<file path="src/rtl/instr_encoder.sv">
// Three-phase instruction encoder: captures R/I/J fields, forms a 32-bit word, writes it to imem.
// Define ENCODER_CHECK_EN to reject illegal format/opcode pairs and raise a sticky err flag.
module instr_encoder #(
  parameter int unsigned ADDR_W = 10
) (
  input  logic              clk,
  input  logic              rst,
  input  logic              in_valid,
  output logic              in_ready,
  input  logic [1:0]        in_fmt,
  input  logic [5:0]        in_op,
  input  logic [5:0]        in_funct,
  input  logic [4:0]        in_rs,
  input  logic [4:0]        in_rt,
  input  logic [4:0]        in_rd,
  input  logic [4:0]        in_shamt,
  input  logic [15:0]       in_imm,
  input  logic [25:0]       in_addr,
  input  logic              load_base,
  input  logic [ADDR_W-1:0] base_addr,
  output logic              imem_wren,
  output logic [ADDR_W-1:0] imem_addr,
  output logic [31:0]       imem_data,
  output logic [ADDR_W:0]   count,
  output logic              full,
  output logic              err
);

  localparam logic [ADDR_W:0] Capacity = {1'b1, {ADDR_W{1'b0}}};

  typedef enum logic [1:0] {StIdle, StEncode, StWrite} state_e;

  state_e              state_q, state_d;
  logic [ADDR_W-1:0]   ptr_q, ptr_d;
  logic [ADDR_W:0]     count_q, count_d;
  logic                wren_q, wren_d;
  logic [31:0]         data_q, data_d;
  logic [ADDR_W-1:0]   addr_q, addr_d;
  logic                capture;

  logic [1:0]  fmt_q;
  logic [5:0]  op_q, funct_q;
  logic [4:0]  rs_q, rt_q, rd_q, shamt_q;
  logic [15:0] imm_q;
  logic [25:0] jaddr_q;
  logic [31:0] word;
  logic        illegal;

  // Format 11 shares the I-type layout; it only matters when the legality check is off.
  always_comb begin
    word = {op_q, rs_q, rt_q, imm_q};
    unique case (fmt_q)
      2'b00:   word = {6'b000000, rs_q, rt_q, rd_q, shamt_q, funct_q};
      2'b10:   word = {op_q, jaddr_q};
      default: word = {op_q, rs_q, rt_q, imm_q};
    endcase
  end

`ifdef ENCODER_CHECK_EN
  logic err_q, err_d;

  always_comb begin
    illegal = 1'b0;
    unique case (fmt_q)
      2'b00:   illegal = (op_q != 6'h00);
      2'b01:   illegal = (op_q == 6'h00) || (op_q == 6'h02) || (op_q == 6'h03);
      2'b10:   illegal = !((op_q == 6'h02) || (op_q == 6'h03));
      default: illegal = 1'b1;
    endcase
  end

  always_comb begin
    err_d = err_q;
    if (state_q == StEncode && illegal) err_d = 1'b1;
  end

  always_ff @(posedge clk) begin
    if (rst) err_q <= 1'b0;
    else     err_q <= err_d;
  end

  assign err = err_q;
`else
  assign illegal = 1'b0;
  assign err     = 1'b0;
`endif

  assign full     = (count_q == Capacity);
  assign in_ready = (state_q == StIdle) && !full && !load_base;

  always_comb begin
    state_d = state_q;
    ptr_d   = ptr_q;
    count_d = count_q;
    wren_d  = 1'b0;
    data_d  = data_q;
    addr_d  = addr_q;
    capture = 1'b0;
    unique case (state_q)
      StIdle: begin
        // load_base has priority over a simultaneous in_valid
        if (load_base) begin
          ptr_d   = base_addr;
          count_d = '0;
        end else if (in_valid && !full) begin
          capture = 1'b1;
          state_d = StEncode;
        end
      end
      StEncode: begin
        if (illegal) begin
          state_d = StIdle;
        end else begin
          wren_d  = 1'b1;
          data_d  = word;
          addr_d  = ptr_q;
          state_d = StWrite;
        end
      end
      StWrite: begin
        ptr_d = ptr_q + ADDR_W'(1);
        if (count_q != Capacity) count_d = count_q + (ADDR_W + 1)'(1);
        state_d = StIdle;
      end
      default: state_d = StIdle;
    endcase
  end

  always_ff @(posedge clk) begin
    if (rst) begin
      state_q <= StIdle;
      ptr_q   <= '0;
      count_q <= '0;
      wren_q  <= 1'b0;
      data_q  <= '0;
      addr_q  <= '0;
    end else begin
      state_q <= state_d;
      ptr_q   <= ptr_d;
      count_q <= count_d;
      wren_q  <= wren_d;
      data_q  <= data_d;
      addr_q  <= addr_d;
    end
  end

  always_ff @(posedge clk) begin
    if (rst) begin
      fmt_q   <= '0;
      op_q    <= '0;
      funct_q <= '0;
      rs_q    <= '0;
      rt_q    <= '0;
      rd_q    <= '0;
      shamt_q <= '0;
      imm_q   <= '0;
      jaddr_q <= '0;
    end else if (capture) begin
      fmt_q   <= in_fmt;
      op_q    <= in_op;
      funct_q <= in_funct;
      rs_q    <= in_rs;
      rt_q    <= in_rt;
      rd_q    <= in_rd;
      shamt_q <= in_shamt;
      imm_q   <= in_imm;
      jaddr_q <= in_addr;
    end
  end

  assign imem_wren = wren_q;
  assign imem_data = data_q;
  assign imem_addr = addr_q;
  assign count     = count_q;

endmodule

</file>
<file path="config.mk">
export PLATFORM = sky130hd
export DESIGN_NAME = instr_encoder
export DESIGN_NICKNAME = d
export VERILOG_FILES = /design/src/rtl/instr_encoder.sv
export SDC_FILE = /design/constraint.sdc
export NUM_CORES = 1
export LEC_CHECK = 0
export ABC_AREA = 1
export CORE_MARGIN = 8
export CORE_UTILIZATION = 45
export CTS_CLUSTER_DIAMETER = 100
export CTS_CLUSTER_SIZE = 14
export DETAILED_ROUTE_END_ITERATION = 6
export PLACE_DENSITY_LB_ADDON = 0.3
export SYNTH_ARGS = -nofsm -noshare
export SYNTH_HDL_FRONTEND = slang
export SYNTH_SLANG_ARGS = --single-unit
</file>
<file path="constraint.sdc">
create_clock -name clk -period 1.4 [get_ports clk]
set_input_delay 0.21 -clock clk [delete_from_list [all_inputs] [get_ports clk]]
set_output_delay 0.21 -clock clk [all_outputs]
set_load 0.02 [all_outputs]
</file>
* Word-level counts from Yosys, hierarchy flattened *
Cells that the tools add are included.

word-level totals
  register bits = 142
  output and inout bits = 57
  word-level logic and storage cells = 50

cells by class
  add/sub/neg operators = 2
  eq/ne operators = 9
  mux-type cells = 13
  reductions and logical operators = 11

operators by type and width
  cell                     count
  $pmux W32 S2             1
  $mux W11                 2
  $pmux W11 S2             1
  $pmux W10 S2             1
  $add A11 B1 Y11 const B  1
  $eq A11 B11 Y1 const B   1
  $ne A11 B11 Y1 const B   1
  $add A10 B1 Y10 const B  1
  $mux W10                 1
  $ne A2 B2 Y1 const B     3
  $eq A2 B2 Y1 const B     2
  $logic_not A2 Y1         2
  $mux W1                  4
  $mux W2                  2
  $pmux W2 S2              1
  $reduce_and A2 Y1        2
  $logic_and A1 B1 Y1      3
  $reduce_and A3 Y1        1
  $eq A2 B1 Y1 const B     1
  $logic_not A1 Y1         2
  $ne A2 B1 Y1 const B     1
  $reduce_bool A2 Y1       1

* Logic depth before layout (Yosys ltp) *
Gate-level depths: netlist (run 1).

  depth in word-level cells = 6
  mapped depth = 10
  gate-level depth less buffers = 9

* Least setup slack after synthesis (run 1) *
Ideal clock, no wire load.

  path kind = register -> output
  from = register count_q[0] (netlist: count[0])
  to = output port in_ready
  data arrival time = 1.610 ns
  data required time = 1.190 ns
  slack = -0.420 ns
  stages on the path, launching flop included = 8
  cells stage by stage = dfxtp_1 -> inv_1 -> ha_1 -> nand2_1 -> nor2_1 -> nand2_2 -> inv_1 -> nor3_1

on the way
  cells in the longest elaborated chain, start to end = 4

RTL lines
  what                               RTL line  text
  from (decl)                        35        logic [ADDR_W:0] count_q, count_d;
  from (signal assigned)             140       count_q <= count_d;
  $eq A11 B11 Y1                     88        assign full = (count_q == Capacity);
  net full                           25        output logic full,
  $logic_not A1 Y1                   89        assign in_ready = (state_q == StIdle) && !full && !load_base;
  $logic_and A1 B1 Y1 (2 in series)  89
  to (decl)                          9         output logic in_ready,

The timed path passes the listed nets, and every way through them passes these cells.

* Worst setup path in the final report (run 1) *
  from = register count_q[0] (netlist: count[0])
  to = register imm_q[5]

on the way
  cells in the longest elaborated chain, start to end = 6

RTL lines
  what                  RTL line  text
  $eq A11 B11 Y1        88
  $logic_not A1 Y1      105       end else if (in_valid && !full) begin
  $logic_and A1 B1 Y1   105
  $mux W1               105
  $mux W1               102       if (load_base) begin
  $mux W1               99        unique case (state_q)
  to (signal assigned)  166       imm_q <= in_imm;
  to (decl)             44        logic [15:0] imm_q;

No other way between the ends.
A chain may end at the register's enable or synchronous reset.

==> results of run 1 <==
[cells by family after synthesis]
group | Yosys count | share of synthesized area, %
compound gates | 138 | 11.7
fa+ha+maj | 3 | 0.605
simple gates | 491 | 30.8
flops | 142 | 45.8
other cells | 1 | 0.0605
buf+inv | 162 | 11.1
[how the worst max path moves through the flow]
stage	startpoint	cells after the start	to
floorplan	count[6]	9	fmt_q[0]
global placement	load_base	3	in_ready
detailed placement	load_base	9	ptr_q[6]
CTS	count[0]	8	in_ready
global route	count[0]	13	imm_q[14]
finish	count[0]	13	imm_q[5]
[cells in the mapped netlist]
| library cell | count |
|---|---|
| sky130_fd_sc_hd__nand2_1 | 253 |
| sky130_fd_sc_hd__nor2_1 | 200 |
| sky130_fd_sc_hd__dfxtp_1 | 142 |
| sky130_fd_sc_hd__inv_1 | 111 |
| sky130_fd_sc_hd__o21ai_0 | 59 |
| sky130_fd_sc_hd__a21oi_1 | 56 |
| sky130_fd_sc_hd__clkbuf_1 | 27 |
| sky130_fd_sc_hd__nand3_1 | 25 |
| sky130_fd_sc_hd__a31oi_1 | 21 |
| sky130_fd_sc_hd__buf_2 | 12 |
| sky130_fd_sc_hd__buf_6 | 8 |
| sky130_fd_sc_hd__nand4_1 | 6 |
| sky130_fd_sc_hd__ha_1 | 3 |
| sky130_fd_sc_hd__inv_2 | 2 |
| sky130_fd_sc_hd__nor3_1 | 2 |
| sky130_fd_sc_hd__buf_1 | 1 |
| sky130_fd_sc_hd__buf_4 | 1 |
| sky130_fd_sc_hd__conb_1 | 1 |
| sky130_fd_sc_hd__nand2_2 | 1 |
| sky130_fd_sc_hd__nand3_2 | 1 |
| sky130_fd_sc_hd__nor2_2 | 1 |
| sky130_fd_sc_hd__nor3b_1 | 1 |
| sky130_fd_sc_hd__o21bai_1 | 1 |
| sky130_fd_sc_hd__o221ai_1 | 1 |
| sky130_fd_sc_hd__or2_2 | 1 |
[metal layers]
metal | GRT usage [%] | wire length, um | up-vias
li1 | - | - | 3288
met1 | 25.6 | 8870 | 3073
met2 | 31.4 | 10100 | 244
met3 | 5.61 | 1290 | 48
met4 | 9.05 | 554 | 0
met5 | 0 | 0 | -
[metrics by stage]
step	instances	setup TNS [ps]	hold slack, ps
floorplan	937	0	279
global placement	1266	-22840	457
detailed placement	1266	-25400	463
CTS	1304	-15990	350
global route	1333	-23920	370
finish	1333	-17840	362
[power by group through the flow]
stage / Clock [mW] / Combinational (mW) / Sequential, mW
floorplan: 0 / 0.667 / 4.54
global placement: 0 / 1.35 / 4.49
detailed placement: 0 / 1.36 / 4.49
CTS: 4.37 / 1.41 / 4.41
global route: 4.58 / 1.93 / 4.44
finish: 4.35 / 1.79 / 4.42
[layout make-up]
type | instances | area [um2]
clock inverters | 6 | 56.3
multi-input cells | 634 | 3270
well taps | 180 | 225
clock buffers | 25 | 505
inverters | 113 | 437
repair buffers | 233 | 2460
fillers | 1068 | 3860
flip-flops and latches | 142 | 2860
[state kept, by name (all words and copies together) (netlist names)]
| signal | cells |
|---|---|
| op_q | 6 |
| state_q | 2 |
| shamt_q | 5 |
| imm_q | 16 |
| imem_data | 32 |
| count | 11 |
| imem_wren | 1 |
| funct_q | 6 |
| fmt_q | 2 |
| ptr_q | 10 |
| jaddr_q | 26 |
| rs_q | 5 |
| rd_q | 5 |
| rt_q | 5 |
| imem_addr | 10 |
[critical path: stages (launching register included)]
cell and delay, ps:
sky130_fd_sc_hd__dfxtp_4 350, sky130_fd_sc_hd__inv_4 40, sky130_fd_sc_hd__ha_4 150, sky130_fd_sc_hd__nand2_4 50
sky130_fd_sc_hd__nor2_4 30, sky130_fd_sc_hd__nand2_2 90, sky130_fd_sc_hd__buf_6 120, sky130_fd_sc_hd__nand3_4 110
sky130_fd_sc_hd__buf_12 190, sky130_fd_sc_hd__buf_8 130, sky130_fd_sc_hd__buf_16 130, sky130_fd_sc_hd__nand2_2 60
sky130_fd_sc_hd__nand2_1 60, sky130_fd_sc_hd__nor2_1 130
[what timing repair did]
item,in CTS,in global routing
endpoints found under the setup margin,137,107
cloned,5,15
pin swaps,2,41
buffers inserted,2,18
gates resized for setup,104,215
==> impl_metrics.json, run 1 <==
{
  "outcome": "complete, but fails checks",
  "violations": "setup timing",
  "hold_ep": "imm_q[6]",
  "ys.warnings.count": 0,
  "initial_utilization_pct": 45.4,
  "path_clk_slew_ps": 60,
  "clkLatencyLatePin_ps": 430,
  "grt_pass1_wl_um": 29300,
  "fin_nets": 1234,
  "worst_hold_start": "in_imm[6]",
  "maxCapViolations": 0,
  "power.switching_fraction_pct": 26.3,
  "timing.critical_path.arrival_ps": 2060,
  "share_of_the_yosys_chip_area_belonging_to_registers_pct": 45.8,
  "synth_cell_types": 25,
  "grt_max_degree": 51,
  "post_route_cells_drive_above_1_share_pct": 24.5,
  "share_comb_of_total_power_pct": 16.9,
  "hold_depth": 3,
  "powerDensity_mw_per_mm2": 1080,
  "cts.sinks": 142,
  "flow.area_growth_from_synthesis_pct": 58.1,
  "synth.ff_latch_count": 142,
  "pin_count": 147,
  "timing.final.ws_setup_ps": -303,
  "drt_first_iter_violations": 597,
  "layout.cells.most_common": "sky130_fd_sc_hd__nand2_1",
  "first_global_vias": 5960,
  "h-tree-depth": 4,
  "setup_viol_count_final": 84,
  "power.leakage_nw": 4.48,
  "postLayoutCoreUtil_pct": 71.8,
  "post_synth_inst_count": 937,
  "avgViaCountPerCell": 4.99,
  "design_internal_power_mw": 7.78,
  "clk_path_buf_depth": 2,
  "antenna_cells_inserted": 0,
  "setup_slack_after_placement_ps": -358,
  "slew_viol_final": 0,
  "power.clock.fraction_pct": 41.2,
  "antenna_left": 0,
  "finalHoldViolations": 0,
  "post_placement_cell_area_mm2": 0.00816,
  "placementRows": 43,
  "drt_first_pass_iters": 5,
  "timing.final.crit_period_ps": 1700,
  "syn-mean-instance-area_um2": 6.62,
  "most-common-layout-cells": "sky130_fd_sc_hd__nand2_1, sky130_fd_sc_hd__nor2_1, sky130_fd_sc_hd__dfxtp_1",
  "antenna_found_initial": 0,
  "synth_largest_area_cell": "sky130_fd_sc_hd__dfxtp_1",
  "critical_path_required_ps": 1760,
  "critical_path.max_fanout": 6,
  "setup.worst_path.class": "reg2reg",
  "synthesis.nets": 1030,
  "grt_util_all_layers_pct": 20.2,
  "worst-r2r-setup-slack_ps": -300,
  "synth_top_area_cells": "sky130_fd_sc_hd__dfxtp_1, sky130_fd_sc_hd__nand2_1, sky130_fd_sc_hd__nor2_1, sky130_fd_sc_hd__inv_1, sky130_fd_sc_hd__o21ai_0",
  "maxClockFrequency_mhz": 587,
  "wl_um": 20800,
  "dp_hpwl_um": 11700,
  "chip_height_um": 133,
  "gpl.final_weighted_congestion": 0.858,
  "fp.dieArea_mm2": 0.0178,
  "timing.final.crit_share_pct": 122,
  "master_cell_of_the_clock_root_buffer": "sky130_fd_sc_hd__clkbuf_16",
  "wl_per_cell_um": 15.6,
  "synth_top_area_share_pct": 45.8,
  "timing.critical_path.to_type": "flip-flop",
  "switchingPower_mw": 2.77,
  "reg2regPathDepth": 13,
  "cts_buffers": 17,
  "hold_class": "in2reg",
  "fin_skew_ps": 8.19,
  "cts_tree": "yes",
  "power_mw": 10.6,
  "irDropWorstVdd_mv": 0.880,
  "number_of_hold_buffers_added_after_cts": 0,
  "vias": 6653,
  "placement.io_buffers": 145,
  "grt_overflow": 0,
  "mappedNetlistArea_mm2": 0.00620,
  "crit-reg2reg-capture": "imm_q[5]",
  "critPathLaunchType": "flip-flop",
  "placeableCoreArea_mm2": 0.0137,
  "design_area_mm2": 0.00981,
  "remaining_drc_errors": 0,
  "floorplan.die.width_um": 133,
  "unrepaired_setup_endpoints_after_global_routing": "yes",
  "timing.rr.start": "count[0]",
  "power_frac_seq_pct": 41.8
}
Note: power is estimated with default switching activity, not from simulation.
==> run 2: changes to the inputs <==
--- a/config.mk
+++ b/config.mk
@@ -6,7 +6,7 @@
 export NUM_CORES = 1
 export LEC_CHECK = 0
 export ABC_AREA = 1
-export CORE_MARGIN = 8
+export CORE_MARGIN = 2
 export CORE_UTILIZATION = 45
 export CTS_CLUSTER_DIAMETER = 100
 export CTS_CLUSTER_SIZE = 14
==> run 2 against run 1 <==
Against the previous run: the flow still finishes with violations (setup timing); die area shrank 17%; first-iteration DRC count shrank 11%; sequential power is essentially flat; global-route usage grew 5.0 points; utilization grew 1.2 points; cell count shrank 0.83%; wire length shrank 5.4%; maximum frequency grew 3.4%; clock power shrank 6.7%; register-to-register slack gained 110 ps; clock skew shrank 0.73 ps; final area shrank 0.63%; largest power group unchanged; highest routed layer unchanged.
==> impl_metrics.json, run 2 (synthesis gave the netlist of run 1 again) <==
{
  "outcome": "complete, but fails checks",
  "violations": "setup timing",
  "timing.critical_path.to_type": "output port",
  "pin_count": 147,
  "setup.worst_path.class": "reg2out",
  "cts_buffers": 17,
  "hold_depth": 3,
  "antenna_left": 0,
  "initial_utilization_pct": 46.5,
  "most-common-layout-cells": "sky130_fd_sc_hd__nand2_1, sky130_fd_sc_hd__nor2_1, sky130_fd_sc_hd__dfxtp_1",
  "grt_util_all_layers_pct": 25.2,
  "clkLatencyLatePin_ps": 420,
  "antenna_cells_inserted": 0,
  "h-tree-depth": 4,
  "grt_overflow": 0,
  "worst-path-stages": 8,
  "cts_tree": "yes",
  "setup_slack_after_placement_ps": -391,
  "remaining_drc_errors": 0,
  "fin_skew_ps": 7.46,
  "first_global_vias": 6140,
  "hold_ep": "jaddr_q[7]",
  "slew_viol_final": 0,
  "flip_flop_count_of_the_largest_register_after_layout": 32,
  "vias": 6598,
  "placementRows": 42,
  "worst-r2r-setup-slack_ps": -190,
  "maxCapViolations": 0,
  "multi_input_comb_area_mm2": 0.00324,
  "setup_viol_count_final": 88,
  "grt_pass1_wl_um": 29200,
  "master_cell_of_the_clock_root_buffer": "sky130_fd_sc_hd__clkbuf_16",
  "unrepaired_setup_endpoints_after_global_routing": "yes",
  "finalHoldViolations": 0,
  "worst-path-buf-inv": 3,
  "drt_first_pass_iters": 5,
  "antenna_found_initial": 0,
  "placeableCoreArea_mm2": 0.0133,
  "fin_nets": 1229,
  "hold_class": "in2reg",
  "critical_path.top_delay_family": "flip-flops",
  "reg2regPathDepth": 12,
  "post_route_cells_drive_above_1_share_pct": 24.7,
  "critical_path.max_fanout": 3,
  "wl_um": 19700,
  "timing.critical_path.arrival_ps": 1440,
  "cpPeakStageDelay_ps": 350,
  "critical_path_required_ps": 1190,
  "fp.dieArea_mm2": 0.0147,
  "floorplan.die.width_um": 121,
  "wl_per_cell_um": 14.9,
  "timing.final.crit_period_ps": 1650,
  "layout.cells.most_common": "sky130_fd_sc_hd__nand2_1",
  "worst_hold_start": "in_addr[7]",
  "placement.io_buffers": 145,
  "area.sequential_mm2": 0.00286,
  "dp_hpwl_um": 10900,
  "irDropWorstVdd_mv": 0.859,
  "gpl.final_weighted_congestion": 0.884,
  "timing.rr.start": "count[0]",
  "post_placement_cell_area_mm2": 0.00814,
  "flow.area_growth_from_synthesis_pct": 57.1,
  "drt_first_iter_violations": 529,
  "critPathLaunchType": "flip-flop",
  "clk_path_buf_depth": 2,
  "timing.final.ws_setup_ps": -248,
  "postLayoutCoreUtil_pct": 73.0,
  "critical_path_slowest_stage_cell": "sky130_fd_sc_hd__dfxtp_4",
  "crit-reg2reg-capture": "imm_q[11]",
  "chip_height_um": 121,
  "maxClockFrequency_mhz": 607,
  "powerDensity_mw_per_mm2": 1060,
  "num-fill-cells": 1035,
  "grt_max_degree": 46,
  "timing.final.crit_share_pct": 118,
  "design_area_mm2": 0.00975,
  "crit_path_cell_trace": "inv_4 > ha_4 > nand2_4 > nor2_4 > nand2_4 > inv_4 > nor3_4 > buf_6",
  "cts.sinks": 142,
  "path_clk_slew_ps": 60,
  "avgViaCountPerCell": 4.99,
  "power.leakage_nw": 4.44
}
==> run 2: cell count changes in the layout (fill, tap and decap cells not counted), moves of 7 or more <==
cell / before / now
sky130_fd_sc_hd__buf_16: 2 / 9
sky130_fd_sc_hd__nand2_1: 185 / 178
sky130_fd_sc_hd__buf_6: 18 / 7
sky130_fd_sc_hd__o21ai_0: 47 / 57
sky130_fd_sc_hd__o21ai_1: 12 / 2
sky130_fd_sc_hd__nor2_1: 145 / 137
sky130_fd_sc_hd__nor2_2: 35 / 47
==> run 2: metrics by stage <==
| step | power [mW] | setup TNS [ps] | instances | hold slack (ps) |
|---|---|---|---|---|
| 2_1_floorplan | 5.21 | 0 | 937 | 279 |
| 3_3_place_gp | 5.83 | -20500 | 1261 | 457 |
| 3_5_place_dp | 5.85 | -23600 | 1261 | 460 |
| 4_1_cts | 10.1 | -12940 | 1317 | 362 |
| 5_1_grt | 10.7 | -15450 | 1322 | 383 |
| 6_report | 10.3 | -9870 | 1322 | 366 |
==> run 2: power by group <==
part | switching [mW] | internal [mW] | total [mW] | leakage (nW)
clock network | 1.64 | 2.42 | 4.06 | 0.260
registers | 0.135 | 4.28 | 4.42 | 1.17
logic | 0.947 | 0.873 | 1.82 | 3.01
==> run 2: what timing repair did <==
item                                    CTS  global route
hold buffers                              0             0
buffers inserted                         14             9
cloned                                   14             4
pin swaps                                 8            27
endpoints found under the setup margin  128           119
resized for setup                       169           145
==> run 2: area by class of cell <==
cell class,count,area share (%)
clock inverters,6,0.372
well taps,176,2.26
inverters,113,4.53
multi-input cells,633,33.2
clock buffers,23,5.02
repair buffers,229,25.3
flip-flops and latches,142,29.3
==> run 2: how the worst max path moves through the flow <==
stage | from | endpoint | slack (ps)
2_1_floorplan | count[6] | fmt_q[0] | 0.5
5_1_grt | count[0] | in_ready | -300
6_report | count[0] | in_ready | -250
3_3_place_gp | load_base | shamt_q[0] | -330
4_1_cts | count[1] | in_ready | -290
3_5_place_dp | load_base | jaddr_q[7] | -390
==> run 2: layer usage <==
layer	up-vias	part of all wire [%]	global-route usage [%]
li1	3287	-	-
met1	3011	41	30.8
met2	261	50	43.6
met3	39	7.0	6.48
met4	0	2.1	7.33
met5	-	0	0
==> run 2: worst min-delay path, delay by kind of cell <==
family        cells  cell delay [ps]
simple gates      2              150
buf+inv           1              390
==> run 3: changes to the inputs <==
--- a/config.mk
+++ b/config.mk
@@ -5,13 +5,15 @@
 export SDC_FILE = /design/constraint.sdc
 export NUM_CORES = 1
 export LEC_CHECK = 0
-export ABC_AREA = 1
+export CELL_PAD_IN_SITES_DETAIL_PLACEMENT = 1
+export CELL_PAD_IN_SITES_GLOBAL_PLACEMENT = 2
 export CORE_MARGIN = 2
-export CORE_UTILIZATION = 45
+export CORE_UTILIZATION = 26
 export CTS_CLUSTER_DIAMETER = 100
 export CTS_CLUSTER_SIZE = 14
 export DETAILED_ROUTE_END_ITERATION = 6
 export PLACE_DENSITY_LB_ADDON = 0.3
+export REMOVE_ABC_BUFFERS = 1
 export SYNTH_ARGS = -nofsm -noshare
 export SYNTH_HDL_FRONTEND = slang
 export SYNTH_SLANG_ARGS = --single-unit
==> run 3 against run 2 <==
Against the previous run: the flow still finishes with violations (setup timing); count of clock-buffer cells in the layout fell by 5; first-iteration DRC count is 69% lower; combinational power down 26%; power up 3.3%; via count fell by 19%; die area up 59%; clock power rose by 23%; largest power group is now the clock network.
==> impl_metrics.json, run 3 <==
{
  "gpl.final_weighted_congestion": 0.792,
  "timing.final.ws_setup_ps": -483,
  "placementRows": 54,
  "synth_async_sr_flop_share_pct": 0,
  "first_global_vias": 5640,
  "chip_height_um": 153,
  "finalHoldViolations": 0,
  "synth_common_cells": "sky130_fd_sc_hd__dfxtp_1, sky130_fd_sc_hd__nor2_1, sky130_fd_sc_hd__mux2i_1",
  "synth_largest_area_cell": "sky130_fd_sc_hd__dfxtp_1",
  "outcome": "complete, but fails checks",
  "critical_path.max_fanout": 17,
  "maxCapViolations": 0,
  "timing.final.crit_period_ps": 1880,
  "clk_path_buf_depth": 2,
  "setup_viol_count_final": 141,
  "synth_top_area_cells": "sky130_fd_sc_hd__dfxtp_1, sky130_fd_sc_hd__mux2i_1, sky130_fd_sc_hd__nor2_1, sky130_fd_sc_hd__nand2_1, sky130_fd_sc_hd__a21oi_1",
  "avgViaCountPerCell": 4.68,
  "share_of_the_yosys_chip_area_belonging_to_registers_pct": 49.2,
  "slew_viol_final": 0,
  "wl_per_cell_um": 17.7,
  "critical_path_required_ps": 1700,
  "ys.warnings.count": 0,
  "syn-mean-instance-area_um2": 9.21,
  "grt_pass1_wl_um": 29100,
  "fp.dieArea_mm2": 0.0234,
  "timing.critical_path.arrival_ps": 2180,
  "maxClockFrequency_mhz": 531,
  "remaining_drc_errors": 0,
  "post_placement_cell_area_mm2": 0.00796,
  "powerDensity_mw_per_mm2": 1120,
  "grt_max_degree": 77,
  "final_cell_count_no_fill": 1140,
  "fin_nets": 940,
  "ys_dominant_reg_cell": "sky130_fd_sc_hd__dfxtp_1",
  "antenna_cells_inserted": 0,
  "most-common-layout-cells": "sky130_fd_sc_hd__dfxtp_1, sky130_fd_sc_hd__nor2_1, sky130_fd_sc_hd__mux2i_1",
  "drt_first_pass_iters": 4,
  "initial_utilization_pct": 26.5,
  "vias": 5331,
  "antenna_left": 0,
  "design_area_mm2": 0.00954,
  "synth-edff-count": 0,
  "grt_util_all_layers_pct": 15.6,
  "synth_top_area_share_pct": 49.2,
  "flow.area_growth_from_synthesis_pct": 65.2,
  "cts.sinks": 142,
  "path_clk_slew_ps": 60,
  "power.leakage_nw": 3.85,
  "yosys.cell_count.top_type": "sky130_fd_sc_hd__dfxtp_1",
  "synth_cell_types": 47,
  "wl_um": 20200,
  "critPathLaunchType": "flip-flop",
  "whs_ps": 123,
  "irDropWorstVdd_mv": 0.726,
  "cts_buffers": 17,
  "setup.worst_path.class": "reg2reg",
  "pin_count": 147,
  "timing.critical_path.to_type": "flip-flop",
  "drt_first_iter_violations": 163,
  "violations": "setup timing",
  "power_mw": 10.6,
  "clkLatencyLatePin_ps": 420,
  "flip_flop_count_of_the_largest_register_after_layout": 32,
  "unrepaired_setup_endpoints_after_global_routing": "yes",
  "dp_hpwl_um": 12900,
  "post_synth_inst_count": 627,
  "post_route_cells_drive_above_1_share_pct": 26.5,
  "timing.final.crit_share_pct": 135,
  "layout.cells.most_common": "sky130_fd_sc_hd__dfxtp_1",
  "postLayoutCoreUtil_pct": 43.7,
  "grt_overflow": 0,
  "antenna_found_initial": 1,
  "master_cell_of_the_clock_root_buffer": "sky130_fd_sc_hd__clkbuf_16",
  "placed_cells_incl_taps": 1069,
  "placement.io_buffers": 145,
  "synth.ff_latch_count": 142,
  "mappedNetlistArea_mm2": 0.00577,
  "hold_class": "in2reg",
  "cts_tree": "yes",
  "fin_skew_ps": 9.99,
  "floorplan.die.width_um": 153,
  "placeableCoreArea_mm2": 0.0218,
  "h-tree-depth": 4
}
run 3: changes by cell type in the layout (fill, tap and decap cells not counted), moves of 39 or more:
cell and change:
sky130_fd_sc_hd__nor2_2 -41, sky130_fd_sc_hd__inv_1 -104, sky130_fd_sc_hd__nand2_1 -105, sky130_fd_sc_hd__mux2i_1 +99, sky130_fd_sc_hd__o21ai_0 -39, sky130_fd_sc_hd__nand2_2 -54
run 3: cell type report:
| class | count | area, um2 |
|---|---|---|
| clock buffers | 18 | 429 |
| clock inverters | 14 | 216 |
| fillers | 2403 | 12300 |
| inverters | 3 | 11.3 |
| multi-input cells | 438 | 3130 |
| flip-flops and latches | 142 | 2850 |
| well taps | 280 | 350 |
| repair buffers | 245 | 2550 |
run 3: cells by family after synthesis:
kind of cell | share of synthesized area, %
other | 0.0649
muxes | 18.0
DFF | 49.2
xor gates and xnor gates | 1.21
adders and majority gates | 0.650
and+or+nand+nor | 17.4
buffers and inverters | 4.36
AOI/OAI and AO/OA | 9.01
run 3: power by group:
part / leakage [nW] / total, mW / switching, mW / internal (mW)
clock: 0.314 / 4.99 / 1.82 / 3.17
combinational: 2.37 / 1.35 / 0.613 / 0.740
sequential: 1.16 / 4.30 / 0.0974 / 4.20
total: 3.85 / 10.6 / 2.53 / 8.11
run 3: metal layers:
layer	vias to the layer above	share of wire, %	track usage, %
met4	2	1.1	4.28
li1	2590	-	-
met2	127	50	27.1
met1	2593	44	18.8
met3	19	4.4	4.76
met5	-	0.064	0
run 3: timing repair:
item / 4_1_cts / 5_1_grt
setup endpoints to repair: 153 / 117
setup buffers: 5 / 26
gates resized for setup: 128 / 106
hold buffers: 0 / 0
pin swaps: 10 / 44
gates cloned: 1 / 10
run 3: per-stage QoR:
step                      worst slack (ps)  TNS [ps]
after floorplan                      -3460   -300250
after global placement                -780    -65010
after detailed placement              -802    -66100
after CTS                             -487    -34650
after global routing                  -554    -51970
final                                 -483    -42990
run 3: final timing paths:
check	endpoint	depth (start not counted)	from	slack (ps)
worst min-delay path	state_q[1]	2	rst	120
worst max register to register	rt_q[3]	6	state_q[1]	-480
worst min register to register	imem_addr[5]	2	imem_addr[5]	450
worst max-delay path	rt_q[3]	6	state_q[1]	-480
run 3: critical path, stage by stage (launching register included):
cell	delay, ps
sky130_fd_sc_hd__dfxtp_2	320
sky130_fd_sc_hd__or4b_4	550
sky130_fd_sc_hd__a31oi_4	210
sky130_fd_sc_hd__buf_12	200
sky130_fd_sc_hd__buf_16	190
sky130_fd_sc_hd__mux2i_1	230
sky130_fd_sc_hd__nor2_1	60
